File: config.mk
export PLATFORM = sky130hd
export DESIGN_NAME = pyjamask96_sched
export DESIGN_NICKNAME = d
export VERILOG_FILES = /design/src/rtl/pyjamask96_sched.sv
export SDC_FILE = /design/constraint.sdc
export NUM_CORES = 1
export LEC_CHECK = 0
export CAP_MARGIN = 20
export CORE_MARGIN = 10
export CORE_UTILIZATION = 35
export CTS_BUF_LIST = sky130_fd_sc_hd__clkbuf_8
export CTS_CLUSTER_DIAMETER = 30
export DETAILED_ROUTE_END_ITERATION = 8
export PLACE_DENSITY = 0.62
export SKIP_CTS_REPAIR_TIMING = 1
export SLEW_MARGIN = 20
export SYNTH_ARGS = -nofsm -noshare
export SYNTH_HDL_FRONTEND = slang
export SYNTH_SLANG_ARGS = --single-unit
File: constraint.sdc
create_clock -name clk -period 4.95 [get_ports clk]
set_input_delay 0.99 -clock clk [delete_from_list [all_inputs] [get_ports clk]]
set_output_delay 0.99 -clock clk [all_outputs]
set_load 0.02 [all_outputs]
File: src/rtl/pyjamask96_sched.sv
// Two-requester round-robin scheduler and byte sequencer feeding one pyjamask96 core.
// Optional abort timer in WAIT/CAPTURE is compiled in with `define PYJ_SCHED_TIMEOUT_EN.
//
// state   | meaning
// IDLE    | arbiter open, reqN_ready may assert
// LOAD    | 16 cycles of key/block bytes on core_load, MSB first
// START   | single-cycle core_start pulse
// WAIT    | waiting for the first core output byte
// CAPTURE | collecting the remaining output bytes
// RESP    | result presented until rsp_ready
module pyjamask96_sched #(
   parameter int TIMEOUT_CYCLES = 4096,
   parameter int CNT_W          = 13
) (
   input  logic         clk,
   input  logic         reset_n,
   input  logic         req0_valid,
   output logic         req0_ready,
   input  logic [95:0]  req0_block,
   input  logic [127:0] req0_key,
   input  logic         req1_valid,
   output logic         req1_ready,
   input  logic [95:0]  req1_block,
   input  logic [127:0] req1_key,
   output logic         rsp_valid,
   input  logic         rsp_ready,
   output logic         rsp_id,
   output logic [95:0]  rsp_data,
   output logic         rsp_err,
   output logic         core_load,
   output logic         core_start,
   output logic [7:0]   core_byte,
   output logic [7:0]   core_kbyte,
   input  logic         core_valid,
   input  logic [7:0]   core_byte_o
);

   typedef enum logic [2:0] {
      S_IDLE, S_LOAD, S_START, S_WAIT, S_CAPTURE, S_RESP
   } state_t;

   state_t         state;
   logic           last;
   logic           grant;
   logic [3:0]     cnt;
   logic [95:0]    blk_q;
   logic [127:0]   key_q;
   logic [95:0]    sel_blk;
   logic [127:0]   sel_key;

   // Contention goes to the requester that did not win last time.
   assign grant      = (req0_valid && req1_valid) ? ~last : req1_valid;
   assign req0_ready = reset_n && (state == S_IDLE) && req0_valid && !grant;
   assign req1_ready = reset_n && (state == S_IDLE) && req1_valid && grant;
   assign sel_blk    = grant ? req1_block : req0_block;
   assign sel_key    = grant ? req1_key   : req0_key;

`ifdef PYJ_SCHED_TIMEOUT_EN
   logic [CNT_W-1:0] to_cnt;
   logic             to_hit;
   assign to_hit = (to_cnt == CNT_W'(TIMEOUT_CYCLES - 1));
`else
   logic unused_cfg;
   assign unused_cfg = (TIMEOUT_CYCLES > 0) ^ (CNT_W > 0);
   assign rsp_err    = 1'b0;
`endif

   always_ff @(posedge clk or negedge reset_n) begin
      if (!reset_n) begin
         state      <= S_IDLE;
         last       <= 1'b1;
         cnt        <= '0;
         blk_q      <= '0;
         key_q      <= '0;
         rsp_valid  <= 1'b0;
         rsp_id     <= 1'b0;
         rsp_data   <= '0;
         core_load  <= 1'b0;
         core_start <= 1'b0;
         core_byte  <= '0;
         core_kbyte <= '0;
`ifdef PYJ_SCHED_TIMEOUT_EN
         to_cnt     <= '0;
         rsp_err    <= 1'b0;
`endif
      end else begin
         case (state)
            S_IDLE: begin
               if (req0_ready || req1_ready) begin
                  // Byte 0 goes out straight from the request; the rest shift from the copies.
                  core_load  <= 1'b1;
                  core_byte  <= sel_blk[95:88];
                  core_kbyte <= sel_key[127:120];
                  blk_q      <= {sel_blk[87:0], 8'h00};
                  key_q      <= {sel_key[119:0], 8'h00};
                  rsp_id     <= grant;
                  last       <= grant;
                  rsp_data   <= '0;
                  cnt        <= '0;
                  state      <= S_LOAD;
               end
            end
            S_LOAD: begin
               if (cnt == 4'd15) begin
                  core_load  <= 1'b0;
                  core_byte  <= '0;
                  core_kbyte <= '0;
                  core_start <= 1'b1;
                  state      <= S_START;
               end else begin
                  cnt        <= cnt + 4'd1;
                  core_byte  <= blk_q[95:88];
                  core_kbyte <= key_q[127:120];
                  blk_q      <= {blk_q[87:0], 8'h00};
                  key_q      <= {key_q[119:0], 8'h00};
               end
            end
            S_START: begin
               core_start <= 1'b0;
               cnt        <= '0;
`ifdef PYJ_SCHED_TIMEOUT_EN
               to_cnt     <= '0;
`endif
               state      <= S_WAIT;
            end
            S_WAIT, S_CAPTURE: begin
`ifdef PYJ_SCHED_TIMEOUT_EN
               to_cnt <= to_cnt + 1'b1;
               if (to_hit) begin
                  rsp_data  <= '0;
                  rsp_err   <= 1'b1;
                  rsp_valid <= 1'b1;
                  state     <= S_RESP;
               end else
`endif
               if (core_valid) begin
                  rsp_data <= {rsp_data[87:0], core_byte_o};
                  if (cnt == 4'd11) begin
                     rsp_valid <= 1'b1;
                     state     <= S_RESP;
                  end else begin
                     cnt   <= cnt + 4'd1;
                     state <= S_CAPTURE;
                  end
               end
            end
            S_RESP: begin
               if (rsp_ready) begin
                  rsp_valid <= 1'b0;
`ifdef PYJ_SCHED_TIMEOUT_EN
                  rsp_err   <= 1'b0;
`endif
                  state     <= S_IDLE;
               end
            end
            default: state <= S_IDLE;
         endcase
      end
   end

endmodule

## Word level (Yosys, flattened, before mapping)

Index checks and enable logic that the tools add are counted.

| word-level totals | value |
|---|---|
| bits of input ports | 462 |
| register bits | 348 |
| word-level logic and storage cells | 90 |

| cells by class | value |
|---|---|
| add/subtract/negate cells | 1 |
| reduce and logical (&&, ||, !) cells | 24 |
| bitwise operators | 1 |
| eq/ne operators | 14 |
| multiplexer cells | 38 |

Operator list:

| cell | number |
|---|---|
| two-way mux 96 bit | 5 |
| two-way mux 128 bit | 3 |
| case mux 96 bit (2 select lines) | 2 |
| case mux 128 bit (2 select lines) | 1 |
| two-way mux 8 bit | 4 |
| case mux 8 bit (2 select lines) | 2 |
| two-way mux 4 bit | 4 |
| case mux 4 bit (4 select lines) | 1 |
| case mux 3 bit (5 select lines) | 1 |
| two-way mux 3 bit | 4 |
| inequality test 2 bit, second input constant | 6 |
| AND reduction 3 bit | 3 |
| == test 4 bit, second input constant | 2 |
| two-way mux 1 bit | 8 |
| AND reduction 4 bit | 2 |
| nonzero test 2 bit | 4 |
| == test 3 x 2 -> 1 bit, second input constant | 2 |
| == test 3 bit, second input constant | 2 |
| logical AND 1 bit | 6 |
| case mux 1 bit (2 select lines) | 3 |
| AND reduction 2 bit | 3 |
| AND reduction 5 bit | 1 |
| adder 4 x 1 -> 4 bit, second input constant | 1 |
| nonzero test 4 bit | 1 |
| 7 further kinds | 7 |

## Depth between registers and ports, before layout

| depth | value |
|---|---|
| depth after elaboration | 7 |
| mapped depth | 9 |
| depth with buffers taken out | 6 |

## Worst setup path after synthesis

OpenSTA, ideal clock, no wires.

| timing | value |
|---|---|
| path type | input to output |
| from | input req1_valid |
| to | output req0_ready |
| slack | 1.870 ns |
| stages on the path | 5 |
| arrival | 2.090 ns |
| required time | 3.960 ns |
| cell sequence | a21bo_2 > buf_2 > buf_2 > clkbuf_1 > and3_1 |

| between the ends | value |
|---|---|
| word-level cells in the longest chain between the ends | 4 |

Ends and longest elaborated chain:

| what | line | source |
|---|---|---|
| start: declaration | 21 | `input logic req1_valid,` |
| logical AND 1 bit | 52 | `assign grant = (req0_valid && req1_valid) ? ~last : req1_valid;` |
| two-way mux 1 bit (*) | 52 |  |
| zero test 1 bit (*) | 53 | `assign req0_ready = reset_n && (state == S_IDLE) && req0_valid && !grant;` |
| logical AND 1 bit (*) | 53 |  |
| end: declaration | 18 | `output logic req0_ready,` |

Mark *: on every way between the ends. The rest lies on a longest branch, timed or not.

## Worst setup path after layout

| timing | value |
|---|---|
| from | register state[0] |
| to | output req0_ready |

| between the ends | value |
|---|---|
| word-level cells in the longest chain between the ends | 4 |

Ends and longest elaborated chain:

| what | line | source |
|---|---|---|
| start: declaration | 42 | `state_t state;` |
| start signal: assignment | 70 | `state <= S_IDLE;` |
| start signal: assignment | 100 | `state <= S_LOAD;` |
| start signal: assignment | 109 | `state <= S_START;` |
| zero test 3 bit | 53 |  |
| logical AND 1 bit (3 in series) | 53 |  |

Every way passes these cells.

==> flow_metrics.env <==
export IMPL_tightest_slew_ns=1.065
export IMPL_worst_ep_required_time_ns=3.96
export IMPL_min_period_over_period_pct=77.49
export IMPL_clkLatencyLatePin_ns=0.64
export IMPL_setup_violations=0
export IMPL_synth_top_cells_by_count="471 x nand2_1, 331 x dfrtp_1, 312 x o21ai_0"
export IMPL_synth_top_area_share_pct=48.17
export IMPL_cts_buffer_depth=3
export IMPL_cts_root_buf="clkbuf_8"
export IMPL_yosysUniqueCellTypes=43
export IMPL_synth_simple_area_share_pct=11.05
export IMPL_cp_num_cells=3
export IMPL_leakage_nw=11.25
export IMPL_fmax_ghz=0.2607
export IMPL_gp_congestion=0.9431
export IMPL_grt_max_degree=240
export IMPL_drt_iter0_drc=863
export IMPL_die_y_um=241.6
export IMPL_syn_inst=1755
export IMPL_status="finished clean"
export IMPL_start_util_pct=35.27
export IMPL_fillCellCount=4457
export IMPL_rr_endpoint="blk_q[60]"
export IMPL_worstPathMaxFanout=17
export IMPL_synth_nets=2218
export IMPL_wirelength_mm=65.31
export IMPL_ant_nets=0
export IMPL_muxShareOfSynthArea_pct=24.87
export IMPL_ys_top_cells_by_area="dfrtp_1 48%, mux2i_1 11%, nand2_1 10%"
export IMPL_ys_flop_type="dfrtp_1"
export IMPL_rows=81
export IMPL_ir_worst_vdd_mv=0.6071
export IMPL_cp_start_kind="flip-flop"
export IMPL_grt_pass1_wl_mm=97.99
export IMPL_synth_compound_area_share_pct=11.62
export IMPL_clock_sinks=332
export IMPL_synth_seq_cells=332
export IMPL_crit_family="simple AND/OR/NAND/NOR gates"
export IMPL_max_cap_violations=0
export IMPL_area_growth_pct=48.68
export IMPL_cp_data_arrival_time_ns=2.85
export IMPL_dieWidth_um=241.6
export IMPL_cpPeakStageDelay_ns=0.69
export IMPL_ys_warn_count=0
export IMPL_synth_area_mm2=0.01719
export IMPL_synth_top_area_cell="dfrtp_1"
export IMPL_p_per_area_mw_per_mm2=567.9
export IMPL_finish_utilization_pct=52.44
export IMPL_via_per_inst=4.837
export IMPL_drv_slew=0
export IMPL_synth_edf_count=0
export IMPL_path_class="reg -> out"
export IMPL_synthAdderAreaFrac_pct=0.07277
export IMPL_post_drt_wl_per_cell_um=21.50
export IMPL_rsz0062_at_grt="false"
export IMPL_numCtsBuffers=87
export IMPL_htreeDepth=3
export IMPL_first_pass_iters=5
export IMPL_hold_path_class="in -> async"
export IMPL_r2r_start="state[0]"
export IMPL_slew_headroom_pct=29.03
export IMPL_dp_hpwl_mm=49.08
export IMPL_clk_pin_slew_worst_paths_ns=0.05
export IMPL_endpoint_kind="output pin"
export IMPL_setup_tns_ns=0
export IMPL_hold_worst_slack_ns=0.2131
export IMPL_portBuffers=579
export IMPL_min_period_ns=3.836
export IMPL_synthArstFlopShare_pct=100.0
export IMPL_finalHoldViolations=0
export IMPL_synth_xor_area_share_pct=0.05094
export IMPL_cts_tree="done"
export IMPL_skew_ns=0.03644
export IMPL_slowest_stage="clkdlybuf4s50_1"
export IMPL_num_vias=14700
export IMPL_yosysMostFrequentCell="nand2_1"
export IMPL_avgSynthCellArea_um2=9.797
export IMPL_grt_use_total_pct=21.84
export IMPL_dpl_cell_count=2876
export IMPL_r2r_cells=6
export IMPL_yosysSeqAreaShare_pct=48.33
export IMPL_core_region_area_mm2=0.04875
export IMPL_crit_chain="nor4b_1, and3_1, clkdlybuf4s50_1"
export IMPL_fin_nets=2764
export IMPL_synth_top_family_by_area="multiplexers"
export IMPL_r2r_slack_ns=2.03
export IMPL_antenna_found_initial=6
export IMPL_dieArea_mm2=0.05839
export IMPL_overflow=0
export IMPL_cp_buffers_inverters=1
export IMPL_drive_gt1_share_pct=10.88
export IMPL_grt_pass1_vias=15450
export IMPL_final_cells=3038
export IMPL_drcViolationCount=0
export IMPL_io_pins=581
-- cell usage in the layout (no fill, tap or decap), types with 2 or more instances in the layout --
cell,instances
mux2i_1,192
o211ai_1,2
o22a_1,2
nor3_1,2
o21ai_0,311
nor2_1,5
a221o_1,2
o21a_1,3
mux2_1,128
nor2b_1,2
buf_12,8
and3_1,2
bufinv_16,11
clkbuf_8,118
a31oi_1,2
a21boi_4,2
a21oi_1,52
clkinv_2,10
dfrtp_1,331
clkdlybuf4s50_1,578
nand3_1,3
diode_2,3
nand2_1,470
clkinvlp_4,11
mux2_2,81
a21o_1,2
buf_4,8
inv_1,9
-- final cells by class --
cell class                      count  area (µm²)  area share [%]
Tap cell                          664       830.8           3.250
Sequential cell                   332        8309           32.50
Clock buffer                      118        1624           6.353
Timing Repair Buffer              595        6021           23.55
Multi-Input combinational cell   1284        8265           32.33
Inverter                            1       3.754         0.01468
Antenna cell                        3       7.507         0.02937
Clock inverter                     41       501.7           1.963
-- logic make-up after synthesis --
| group | count (synthesis) |
|---|---|
| flip-flops | 332 |
| multiplexers | 401 |
| buffers and inverters | 139 |
| AO/OA/AOI/OAI | 386 |
| AND/OR/NAND/NOR | 494 |
| adder cells (fa/ha/maj) | 1 |
| other | 1 |
| XOR/XNOR | 1 |
-- where the power goes --
| group | switching [mW] | internal [mW] |
|---|---|---|
| clock network | 1.42 | 2.70 |
| logic | 3.37 | 2.77 |
| registers | 0.521 | 3.75 |
| total | 5.30 | 9.21 |
-- through the flow --
stage | power [mW] | cell area (µm²) | worst slack (ns)
after floorplan | 8.744 | 17190 | 1.870
after global placement | 10.29 | 23430 | 1.227
after detailed placement | 10.50 | 23430 | 1.219
after CTS | 14.72 | 25560 | 1.062
after global routing | 15.61 | 25560 | 0.9531
final | 14.52 | 25560 | 1.114
-- sequential cells by signal, indices dropped and copies added, names as in the netlist --
name / count
blk_q: 88
cnt: 4
core_byte: 8
core_kbyte: 8
core_load: 1
core_start: 1
key_q: 120
last: 1
rsp_data: 96
rsp_id: 1
rsp_valid: 1
state: 3
-- worst max-delay path by stage --
stage	startpoint	endpoint	slack, ns
finish	state[0]	req0_ready	1.11
global route	state[0]	req0_ready	0.95
CTS	state[0]	req0_ready	1.06
detailed placement	req0_valid	req0_ready	1.22
global placement	req0_valid	req0_ready	1.23
floorplan	req1_valid	req0_ready	1.87
-- routing by layer --
layer | vias up | track usage, % | part of all wire (%)
li1 | 7163 | - | -
met1 | 6989 | 26.76 | 42
met2 | 466 | 34.92 | 47
met3 | 67 | 8.642 | 9.2
met4 | 10 | 6.235 | 1.6
met5 | - | 0 | 0.089
-- worst reg2reg max path: cells and delay by family, from the launching register on --
family | cells | cell delay, ns
flip-flops | 1 | 0.76
AO/OA/AOI/OAI | 2 | 0.67
AND/OR/NAND/NOR | 2 | 0.35
multiplexers | 1 | 0.58
buffers and inverters | 1 | 0.44
Note: power is estimated with default switching activity, not from simulation.
